## src/rtl/mac_layer_sequencer_if.sv

```systemverilog
// Runner-side bus of the MAC layer sequencer: launch pulse, per-channel configuration and result return.
// master = sequencer, slave = MAC block runner.
interface mac_layer_sequencer_if #(
  parameter int ADDR_WIDTH = 10,
  parameter int MO_WIDTH   = 32
);
  logic                       run_start;
  logic [ADDR_WIDTH-1:0]      run_num;
  logic signed [31:0]         run_bias;
  logic signed [MO_WIDTH-1:0] run_m0;
  logic [5:0]                 run_n;
  logic                       run_done_in;
  logic signed [7:0]          run_result_in;

  modport master (
    output run_start, run_num, run_bias, run_m0, run_n,
    input  run_done_in, run_result_in
  );

  modport slave (
    input  run_start, run_num, run_bias, run_m0, run_n,
    output run_done_in, run_result_in
  );
endinterface

```

## src/rtl/mac_layer_sequencer.sv

```systemverilog
// mac_layer_sequencer: drives one MAC block runner pass per output channel of a fully-connected layer.
// Define SEQ_PERF_CNT_EN to add the cycles_out busy-cycle counter port.
module mac_layer_sequencer #(
  parameter int ADDR_WIDTH = 10,
  parameter int CH_WIDTH   = 8,
  parameter int MO_WIDTH   = 32,
  parameter int PARAM_LAT  = 2
) (
  input  logic                       clk,
  input  logic                       rst,
  input  logic                       start_in,
  input  logic                       abort_in,
  input  logic [CH_WIDTH-1:0]        num_ch_in,
  input  logic [ADDR_WIDTH-1:0]      num_in,
  output logic [CH_WIDTH-1:0]        param_addr,
  input  logic signed [31:0]         param_bias_in,
  input  logic signed [MO_WIDTH-1:0] param_m0_in,
  input  logic [5:0]                 param_n_in,
  output logic                       out_we,
  output logic [CH_WIDTH-1:0]        out_addr,
  output logic signed [7:0]          out_data,
  output logic                       busy,
  output logic                       done,
  output logic                       err_out,
`ifdef SEQ_PERF_CNT_EN
  output logic [31:0]                cycles_out,
`endif
  mac_layer_sequencer_if.master      run_if
);

  localparam int LAT_W = (PARAM_LAT > 1) ? $clog2(PARAM_LAT) : 1;

  typedef enum logic [2:0] {
    S_IDLE,
    S_PFETCH,
    S_LAUNCH,
    S_RUN,
    S_WRITE,
    S_GAP,
    S_DONE
  } state_t;

  state_t r_state;
  state_t w_next;

  logic                       r_startPrev;
  logic                       r_donePrev;
  logic [CH_WIDTH-1:0]        r_ch;
  logic [CH_WIDTH-1:0]        r_numCh;
  logic [LAT_W-1:0]           r_lat;
  logic signed [7:0]          r_result;
  logic                       r_done;
  logic                       r_err;
  logic [ADDR_WIDTH-1:0]      r_runNum;
  logic signed [31:0]         r_runBias;
  logic signed [MO_WIDTH-1:0] r_runM0;
  logic [5:0]                 r_runN;

  logic w_idle;
  logic w_startEdge;
  logic w_accept;
  logic w_abort;
  logic w_runDoneEdge;
  logic w_latDone;
  logic w_lastCh;
  logic w_zeroLayer;

  assign w_idle        = (r_state == S_IDLE) || (r_state == S_DONE);
  assign w_startEdge   = start_in & ~r_startPrev;
  assign w_accept      = w_idle & w_startEdge;
  assign w_abort       = abort_in & ~w_idle;
  // The runner holds done from the previous channel, so only a fresh rising edge counts.
  assign w_runDoneEdge = run_if.run_done_in & ~r_donePrev;
  assign w_latDone     = (r_lat == LAT_W'(PARAM_LAT - 1));
  assign w_lastCh      = (r_ch == (r_numCh - CH_WIDTH'(1)));
  assign w_zeroLayer   = (num_in == '0) || (num_ch_in == '0);

  always_ff @(posedge clk) begin
    if (rst) begin
      r_state <= S_IDLE;
    end else begin
      r_state <= w_next;
    end
  end

  always_comb begin
    w_next = r_state;
    if (w_abort) begin
      w_next = S_IDLE;
    end else begin
      case (r_state)
        S_IDLE, S_DONE: begin
          if (w_accept) begin
            w_next = w_zeroLayer ? S_DONE : S_PFETCH;
          end
        end
        S_PFETCH: if (w_latDone) w_next = S_LAUNCH;
        S_LAUNCH: w_next = S_RUN;
        S_RUN:    if (w_runDoneEdge) w_next = S_WRITE;
        S_WRITE:  w_next = w_lastCh ? S_DONE : S_GAP;
        S_GAP:    w_next = S_PFETCH;
        default:  w_next = S_IDLE;
      endcase
    end
  end

  always_ff @(posedge clk) begin
    if (rst) begin
      r_startPrev <= 1'b0;
      r_donePrev  <= 1'b0;
      r_ch        <= '0;
      r_numCh     <= '0;
      r_lat       <= '0;
      r_result    <= '0;
      r_done      <= 1'b0;
      r_err       <= 1'b0;
      r_runNum    <= '0;
      r_runBias   <= '0;
      r_runM0     <= '0;
      r_runN      <= '0;
    end else begin
      r_startPrev <= start_in;
      r_donePrev  <= run_if.run_done_in;
      if ((r_state == S_PFETCH) && !w_latDone && !w_abort) begin
        r_lat <= r_lat + LAT_W'(1);
      end else begin
        r_lat <= '0;
      end
      if (w_accept) begin
        r_numCh  <= num_ch_in;
        r_runNum <= num_in;
        r_ch     <= '0;
        r_err    <= (num_in == '0);
        r_done   <= w_zeroLayer;
      end else if (!w_abort) begin
        case (r_state)
          S_PFETCH: begin
            if (w_latDone) begin
              r_runBias <= param_bias_in;
              r_runM0   <= param_m0_in;
              r_runN    <= param_n_in;
            end
          end
          S_RUN: if (w_runDoneEdge) r_result <= run_if.run_result_in;
          S_WRITE: begin
            if (w_lastCh) r_done <= 1'b1;
            else          r_ch   <= r_ch + CH_WIDTH'(1);
          end
          default: ;
        endcase
      end
    end
  end

  // The first channel's address is shown during the accepting cycle so the fetch window stays PARAM_LAT long.
  assign param_addr       = w_accept ? '0 : r_ch;
  assign run_if.run_start = (r_state == S_LAUNCH) & ~abort_in;
  assign run_if.run_num   = r_runNum;
  assign run_if.run_bias  = r_runBias;
  assign run_if.run_m0    = r_runM0;
  assign run_if.run_n     = r_runN;
  assign out_we           = (r_state == S_WRITE) & ~abort_in;
  assign out_addr         = r_ch;
  assign out_data         = r_result;
  assign busy             = ~w_idle;
  assign done             = r_done;
  assign err_out          = r_err;

`ifdef SEQ_PERF_CNT_EN
  logic [31:0] r_cycles;

  always_ff @(posedge clk) begin
    if (rst) begin
      r_cycles <= '0;
    end else if (w_accept) begin
      r_cycles <= '0;
    end else if (!w_idle && (r_cycles != 32'hFFFF_FFFF)) begin
      r_cycles <= r_cycles + 32'd1;
    end
  end

  assign cycles_out = r_cycles;
`endif

endmodule

```

## src/flat_wrapper.sv

```systemverilog
// flat-port wrapper written by rule: the top's interface ports become plain ports
module mac_layer_sequencer_flat 
#(
  parameter int ADDR_WIDTH = 10,
  parameter int CH_WIDTH   = 8,
  parameter int MO_WIDTH   = 32,
  parameter int PARAM_LAT  = 2
)
  (clk, rst, start_in, abort_in, num_ch_in, num_in, param_addr, param_bias_in, param_m0_in, param_n_in, out_we, out_addr, out_data, busy, done, err_out, run_if_run_start, run_if_run_num, run_if_run_bias, run_if_run_m0, run_if_run_n, run_if_run_done_in, run_if_run_result_in);
  mac_layer_sequencer_if #(.ADDR_WIDTH(ADDR_WIDTH), .MO_WIDTH(MO_WIDTH)) run_if_i ();
  input  logic clk;
  input  logic rst;
  input  logic start_in;
  input  logic abort_in;
  input  logic [CH_WIDTH-1:0] num_ch_in;
  input  logic [ADDR_WIDTH-1:0] num_in;
  output logic [CH_WIDTH-1:0] param_addr;
  input  logic signed [31:0] param_bias_in;
  input  logic signed [MO_WIDTH-1:0] param_m0_in;
  input  logic [5:0] param_n_in;
  output logic out_we;
  output logic [CH_WIDTH-1:0] out_addr;
  output logic signed [7:0] out_data;
  output logic busy;
  output logic done;
  output logic err_out;
  output wire logic [$bits(run_if_i.run_start)-1:0] run_if_run_start;
  output wire logic [$bits(run_if_i.run_num)-1:0] run_if_run_num;
  output wire logic [$bits(run_if_i.run_bias)-1:0] run_if_run_bias;
  output wire logic [$bits(run_if_i.run_m0)-1:0] run_if_run_m0;
  output wire logic [$bits(run_if_i.run_n)-1:0] run_if_run_n;
  input wire logic [$bits(run_if_i.run_done_in)-1:0] run_if_run_done_in;
  input wire logic [$bits(run_if_i.run_result_in)-1:0] run_if_run_result_in;
  assign run_if_run_start = run_if_i.run_start;
  assign run_if_run_num = run_if_i.run_num;
  assign run_if_run_bias = run_if_i.run_bias;
  assign run_if_run_m0 = run_if_i.run_m0;
  assign run_if_run_n = run_if_i.run_n;
  assign run_if_i.run_done_in = run_if_run_done_in;
  assign run_if_i.run_result_in = run_if_run_result_in;
  mac_layer_sequencer #(.ADDR_WIDTH(ADDR_WIDTH), .CH_WIDTH(CH_WIDTH), .MO_WIDTH(MO_WIDTH), .PARAM_LAT(PARAM_LAT)) u_core (.clk(clk), .rst(rst), .start_in(start_in), .abort_in(abort_in), .num_ch_in(num_ch_in), .num_in(num_in), .param_addr(param_addr), .param_bias_in(param_bias_in), .param_m0_in(param_m0_in), .param_n_in(param_n_in), .out_we(out_we), .out_addr(out_addr), .out_data(out_data), .busy(busy), .done(done), .err_out(err_out), .run_if(run_if_i));
endmodule
```

## config.mk

```make
export PLATFORM = sky130hd
export DESIGN_NAME = mac_layer_sequencer_flat
export DESIGN_NICKNAME = d
export VERILOG_FILES = /design/src/rtl/mac_layer_sequencer_if.sv /design/src/rtl/mac_layer_sequencer.sv /design/src/flat_wrapper.sv
export SDC_FILE = /design/constraint.sdc
export NUM_CORES = 1
export LEC_CHECK = 0
export ABC_CLOCK_PERIOD_IN_PS = 1850
export CAP_MARGIN = 20
export CORE_MARGIN = 2
export CORE_UTILIZATION = 37
export DETAILED_ROUTE_END_ITERATION = 10
export PLACE_DENSITY_LB_ADDON = 0.1
export SYNTH_ARGS = -nofsm -noshare
export SYNTH_HDL_FRONTEND = slang
export SYNTH_SLANG_ARGS = --single-unit
```

## constraint.sdc

```tcl
create_clock -name clk -period 1.85 [get_ports clk]
set_input_delay 0.185 -clock clk [delete_from_list [all_inputs] [get_ports clk]]
set_output_delay 0.185 -clock clk [all_outputs]
set_load 0.03 [all_outputs]
```

# ---- Word level (Yosys, flattened, before mapping)
# Cells that the tools add are included.
dict set report op_classes {
  n_addsub 3
  shifts 0
  muxes 11
  reduce_logical 20
  bitwise_logic 14
  multipliers 0
  n_div 0
  order_cmp 0
  eq_ne 11
}
# operator n
set op_table {}
lappend op_table {{$pmux W3 S6} 1}
lappend op_table {{$mux W3} 4}
lappend op_table {{$logic_not A10 Y1} 1}
lappend op_table {{$eq A3 B3 Y1 const B} 3}
lappend op_table {{$reduce_and A3 Y1} 3}
lappend op_table {{$add A8 B1 Y8 const B} 1}
lappend op_table {{$eq A8 B8 Y1} 1}
lappend op_table {{$logic_not A8 Y1} 1}
lappend op_table {{$mux W8} 1}
lappend op_table {{$ne A2 B1 Y1 const B} 4}
lappend op_table {{$not A1 Y1} 8}
lappend op_table {{$reduce_and A4 Y1} 2}
lappend op_table {{$reduce_or A2 Y1} 4}
lappend op_table {{$sub A8 B1 Y8 const B} 1}
lappend op_table {{$and A1 B1 Y1} 6}
lappend op_table {{$eq A3 B2 Y1 const B} 2}
lappend op_table {{$mux W1} 4}
lappend op_table {{$reduce_bool A2 Y1} 2}
lappend op_table {{$eq A3 B1 Y1 const B} 1}
lappend op_table {{$logic_not A3 Y1} 1}
lappend op_table {{$logic_and A1 B1 Y1} 2}
lappend op_table {{$logic_not A1 Y1} 2}
lappend op_table {{$logic_or A1 B1 Y1} 2}
lappend op_table {{$mux W2} 1}
lappend op_table {{$add A1 B1 Y1 const B} 1}
dict set report totals {
  ff_bits 112
  mem_bits_ro 0
  elab_cells 72
  memories 0
  latchBits 0
  ram_bits 0
  out_inout_bits 109
  inputBits 101
}

# ---- Depth between registers and ports, before layout
dict set report depth {
  word_depth 8
  ltp_mapped 9
  mapped_depth_nobuf 8
}

# ---- Least setup slack after synthesis
# Ideal clock, no wire load.
dict set report synth_timing {
  path_type {register to register}
  from {reg u_core.r_ch[6], in the netlist u_core.out_addr[6]}
  to {reg u_core.r_ch[4], in the netlist u_core.out_addr[4]}
  path_buffers 1
  setup_time_ps 116
  arrival_time_ps 1902
  stages_incl_launch_ff 8
  required_time_ps 1734
  setup_slack_ps -168
  synth_period_minus_slack_ps 2018
  cell_sequence {dfxtp_1 > xor2_1 > nand4_1 > a2111oi_2 > o2111a_2 > buf_6 > nor2_4 > a41o_1}
}
dict set report synth_via {
  elab_chain_len 3
}
# element line
set synth_rtl {}
lappend synth_rtl {{from (decl)} mac_layer_sequencer.sv:48} ;# logic [CH_WIDTH-1:0] r_ch;
lappend synth_rtl {{from (signal assigned)} mac_layer_sequencer.sv:147} ;# else r_ch <= r_ch + CH_WIDTH'(1);
lappend synth_rtl {{$eq A8 B8 Y1} mac_layer_sequencer.sv:75} ;# assign w_lastCh = (r_ch == (r_numCh - CH_WIDTH'(1)));
lappend synth_rtl {{$not A1 Y1 (no source line)} --}
lappend synth_rtl {{$reduce_and A3 Y1 (no source line)} --}
# No other way between the ends.
# A chain may end at the register's enable or synchronous reset.

# ---- Final worst setup path
dict set report layout_timing {
  from {reg u_core.r_numCh[0]}
  to {reg u_core.r_state[0]}
}
dict set report layout_via {
  elab_chain_len 4
}
# element line
set layout_rtl {}
lappend layout_rtl {{from (decl)} mac_layer_sequencer.sv:49} ;# logic [CH_WIDTH-1:0] r_numCh;
lappend layout_rtl {{from (signal assigned)} mac_layer_sequencer.sv:130} ;# r_numCh <= num_ch_in;
lappend layout_rtl {{$sub A8 B1 Y8} mac_layer_sequencer.sv:75}
lappend layout_rtl {{$eq A8 B8 Y1} mac_layer_sequencer.sv:75}
lappend layout_rtl {{$mux W2} mac_layer_sequencer.sv:100} ;# S_WRITE: w_next = w_lastCh ? S_DONE : S_GAP;
lappend layout_rtl {{$pmux W3 S6} mac_layer_sequencer.sv:91} ;# case (r_state)
lappend layout_rtl {{to (signal assigned)} mac_layer_sequencer.sv:82} ;# r_state <= w_next;
lappend layout_rtl {{to (decl)} mac_layer_sequencer.sv:43} ;# state_t r_state;
# No other way between the ends.

==> impl_metrics.env <==
export IMPL_status="finished with violations"
export IMPL_violations="setup timing"
export IMPL_cp_arrival_ns=2.19
export IMPL_min_period_ns=1.957
export IMPL_cts_buffer_depth=2
export IMPL_rows=40
export IMPL_cts_buffers=9
export IMPL_period_share_pct=105.8
export IMPL_drive_above_1_share_pct=14.47
export IMPL_postLayoutCoreUtil_pct=61.85
export IMPL_place_port_buffers=209
export IMPL_whs_ns=0.1693
export IMPL_grt_pass1_wl_mm=21.68
export IMPL_leakagePower_nw=2.682
export IMPL_clockRootBuffer="clkbuf_16"
export IMPL_min_path_type="in2reg"
export IMPL_place_area_um2=6883
export IMPL_synth_area_top_cells="dfxtp_1 (50%), nand2_1 (16%), a21oi_1 (11%)"
export IMPL_cts_tree="yes"
export IMPL_num_antenna_cells=0
export IMPL_cts_sinks=112
export IMPL_crit_type="reg2reg"
export IMPL_cap_viol_max_count=0
export IMPL_regToRegStartpoint="u_core.r_numCh[0]"
export IMPL_min_to="u_core.run_if.run_num[9]"
export IMPL_post_route_drc_count=0
export IMPL_fillCellCount=1082
export IMPL_grt_pass1_vias=4447
export IMPL_seqCellArea_um2=2262
export IMPL_ys_top_cells_by_count="nand2_1 (189), dfxtp_1 (112), a21oi_1 (100)"
export IMPL_synth_edf_count=0
export IMPL_gp_congestion=0.8890
export IMPL_die_h_um=114.1
export IMPL_vias=4708
export IMPL_clock_latency_ns=0.34
export IMPL_core_um2=11910
export IMPL_ios=210
export IMPL_met3_length_mm=1.143
export IMPL_reg2reg_slack_ns=-0.11
export IMPL_crit_required_ns=2.08
export IMPL_grt_max_degree=71
export IMPL_slew_limit_headroom_pct=69.44
export IMPL_nets=893
export IMPL_die_w_um=114.1
export IMPL_ys_ff_latch=112
export IMPL_ir_worst_vdd_uv=395.9
export IMPL_first_iter_violations=215
export IMPL_fmax_ghz=0.5110
export IMPL_yosysWarnings=0
export IMPL_hold_viol=0
export IMPL_fin_worst_skew_ns=0.005357
export IMPL_preCtsSetupSlack_ns=-0.3337
export IMPL_maxSlewViolCount=0
export IMPL_synthCells=566
export IMPL_start_util_pct=37.67
export IMPL_crit_path_start_kind="flip-flop"
export IMPL_synth_ff_type="dfxtp_1"
export IMPL_r2r_end="u_core.r_state[0]"
export IMPL_drt_met1_wl_mm=5.562
export IMPL_clk_pin_slew_ns=0.07
export IMPL_rr_worst_depth=8
export IMPL_tns_ns=-0.8183
export IMPL_synth_largest_area_cell="dfxtp_1"
export IMPL_grt_overflow_total=0
export IMPL_dpl_hpwl_mm=9.665
export IMPL_maxUsedRoutingLayer="met4"
export IMPL_syn_area_um2=4487
export IMPL_setup_viol=10
export IMPL_wire_per_inst_um=14.81
export IMPL_ys_types=47
export IMPL_ant_nets=0
export IMPL_grtUsageTotal_pct=20.84
export IMPL_die_area_um2=13020
export IMPL_rsz0062_at_grt="true"
export IMPL_synth_most_common_cell="nand2_1"
export IMPL_critPathCaptureType="flip-flop"
export IMPL_vias_per_cell=4.998
export IMPL_path_max_fanout=6
export IMPL_finalWorstSetupSlack_ns=-0.1069
export IMPL_synth_net_count=669
export IMPL_async_reset_ff_share_pct=0
export IMPL_hold_path_depth=2
export IMPL_seq_area_frac_synth_pct=49.97
export IMPL_ctsHoldBuffers=0
export IMPL_powerDensity_nw_per_um2=760.5
export IMPL_area_growth_syn_to_layout_pct=64.19
export IMPL_synth_top_area_share_pct=49.97
export IMPL_routed_wl_mm=13.95
export IMPL_met2_length_mm=6.937
export IMPL_avgSynthCellArea_um2=7.927
export IMPL_design_area_um2=7367
export IMPL_dr_pass1_iters=4
export IMPL_worst_hold_startpoint="rst"
export IMPL_h_tree_depth=3
export IMPL_tightest_slew_ns=0.4584
export IMPL_antenna_found_initial=0
export IMPL_multi_input_area_um2=2253
[cell type report]
cell class,instances,area share (%)
Inverter,5,0.2548
Clock inverter,3,0.2208
Timing Repair Buffer,247,32.34
Multi-Input combinational cell,415,30.59
Clock buffer,13,3.397
Tap cell,147,2.497
Sequential cell,112,30.71
[timing repair]
| action | in CTS | in global routing |
|---|---|---|
| hold endpoints to repair | 0 | 0 |
| endpoints found under the setup margin | 21 | 23 |
| setup buffers | 3 | 5 |
| cloned | 2 | 1 |
| pin swaps | 19 | 20 |
| resized for setup | 68 | 22 |
[per-layer routing]
metal / global-route usage [%] / up-vias
li1: - / 2337
met1: 23.88 / 2207
met2: 35.36 / 141
met3: 7.041 / 23
met4: 9.187 / 0
met5: 0 / -
[layout by cell type, fill, tap and decap left out, types with 4 or more instances in the layout]
cell type        count
clkdlybuf4s50_1    195
nand2_1            188
dfxtp_1            102
a21oi_1             95
buf_4               33
nor2_1              21
and2_1               9
mux2i_1              9
clkbuf_16            9
buf_2                8
dfxtp_2              7
a21oi_2              5
buf_6                5
xor2_1               4
nor2b_1              4
nand4_1              4
nand3_1              4
nor4_1               4
[registers in the layout, indices dropped and copies added (netlist names)]
signal and cells:
u_core.out_data 8, u_core.r_numCh 8, u_core.err_out 1, u_core.run_if.run_num 10, u_core.r_startPrev 1, u_core.run_if.run_bias 32
u_core.run_if.run_n 6, u_core.r_lat 1, u_core.r_state 3, u_core.r_donePrev 1, u_core.run_if.run_m0 32, u_core.done 1
u_core.out_addr 8
[worst max-delay path, stage by stage, from the launching register on]
cell	delay, ns
dfxtp_4	0.35
inv_2	0.04
ha_4	0.17
a31o_1	0.21
a2111oi_4	0.42
buf_4	0.18
o2111a_2	0.24
o221a_2	0.20
nor3_1	0.04
[report_power, final]
| group | internal (W) | switching, W |
|---|---|---|
| clock | 0.000950 | 0.000847 |
| sequential | 0.00250 | 0.0000687 |
| combinational | 0.000600 | 0.000637 |
| total | 0.00405 | 0.00155 |
[cells by family after synthesis]
family          after synthesis  synth area share [%]
compound gates              123                 15.42
xor+xnor                      9                 1.757
fa+ha+maj                     3                0.7807
buf+inv                      42                 4.071
flops                       112                 49.97
mux                           9                 2.008
simple gates                268                 25.99
[how the worst max path moves through the flow]
| stage | cells after the start | startpoint | slack (ns) | to |
|---|---|---|---|---|
| detailed placement | 5 | start_in | -0.33 | param_addr[3] |
| finish | 8 | u_core.r_numCh[0] | -0.11 | u_core.r_state[0] |
| global route | 7 | u_core.r_numCh[6] | -0.19 | u_core.out_addr[7] |
| global placement | 5 | start_in | -0.29 | param_addr[7] |
| floorplan | 7 | u_core.out_addr[6] | 0.005 | u_core.out_addr[4] |
| CTS | 10 | u_core.r_numCh[0] | -0.08 | u_core.out_addr[3] |
[stage by stage]
stage               std cells  total power, W
global route              942        0.005859
global placement          915        0.003707
CTS                       936        0.005604
finish                    942        0.005603
floorplan                 566        0.003204
detailed placement        915        0.003735
No activity file was read; power rests on OpenSTA's default activity.
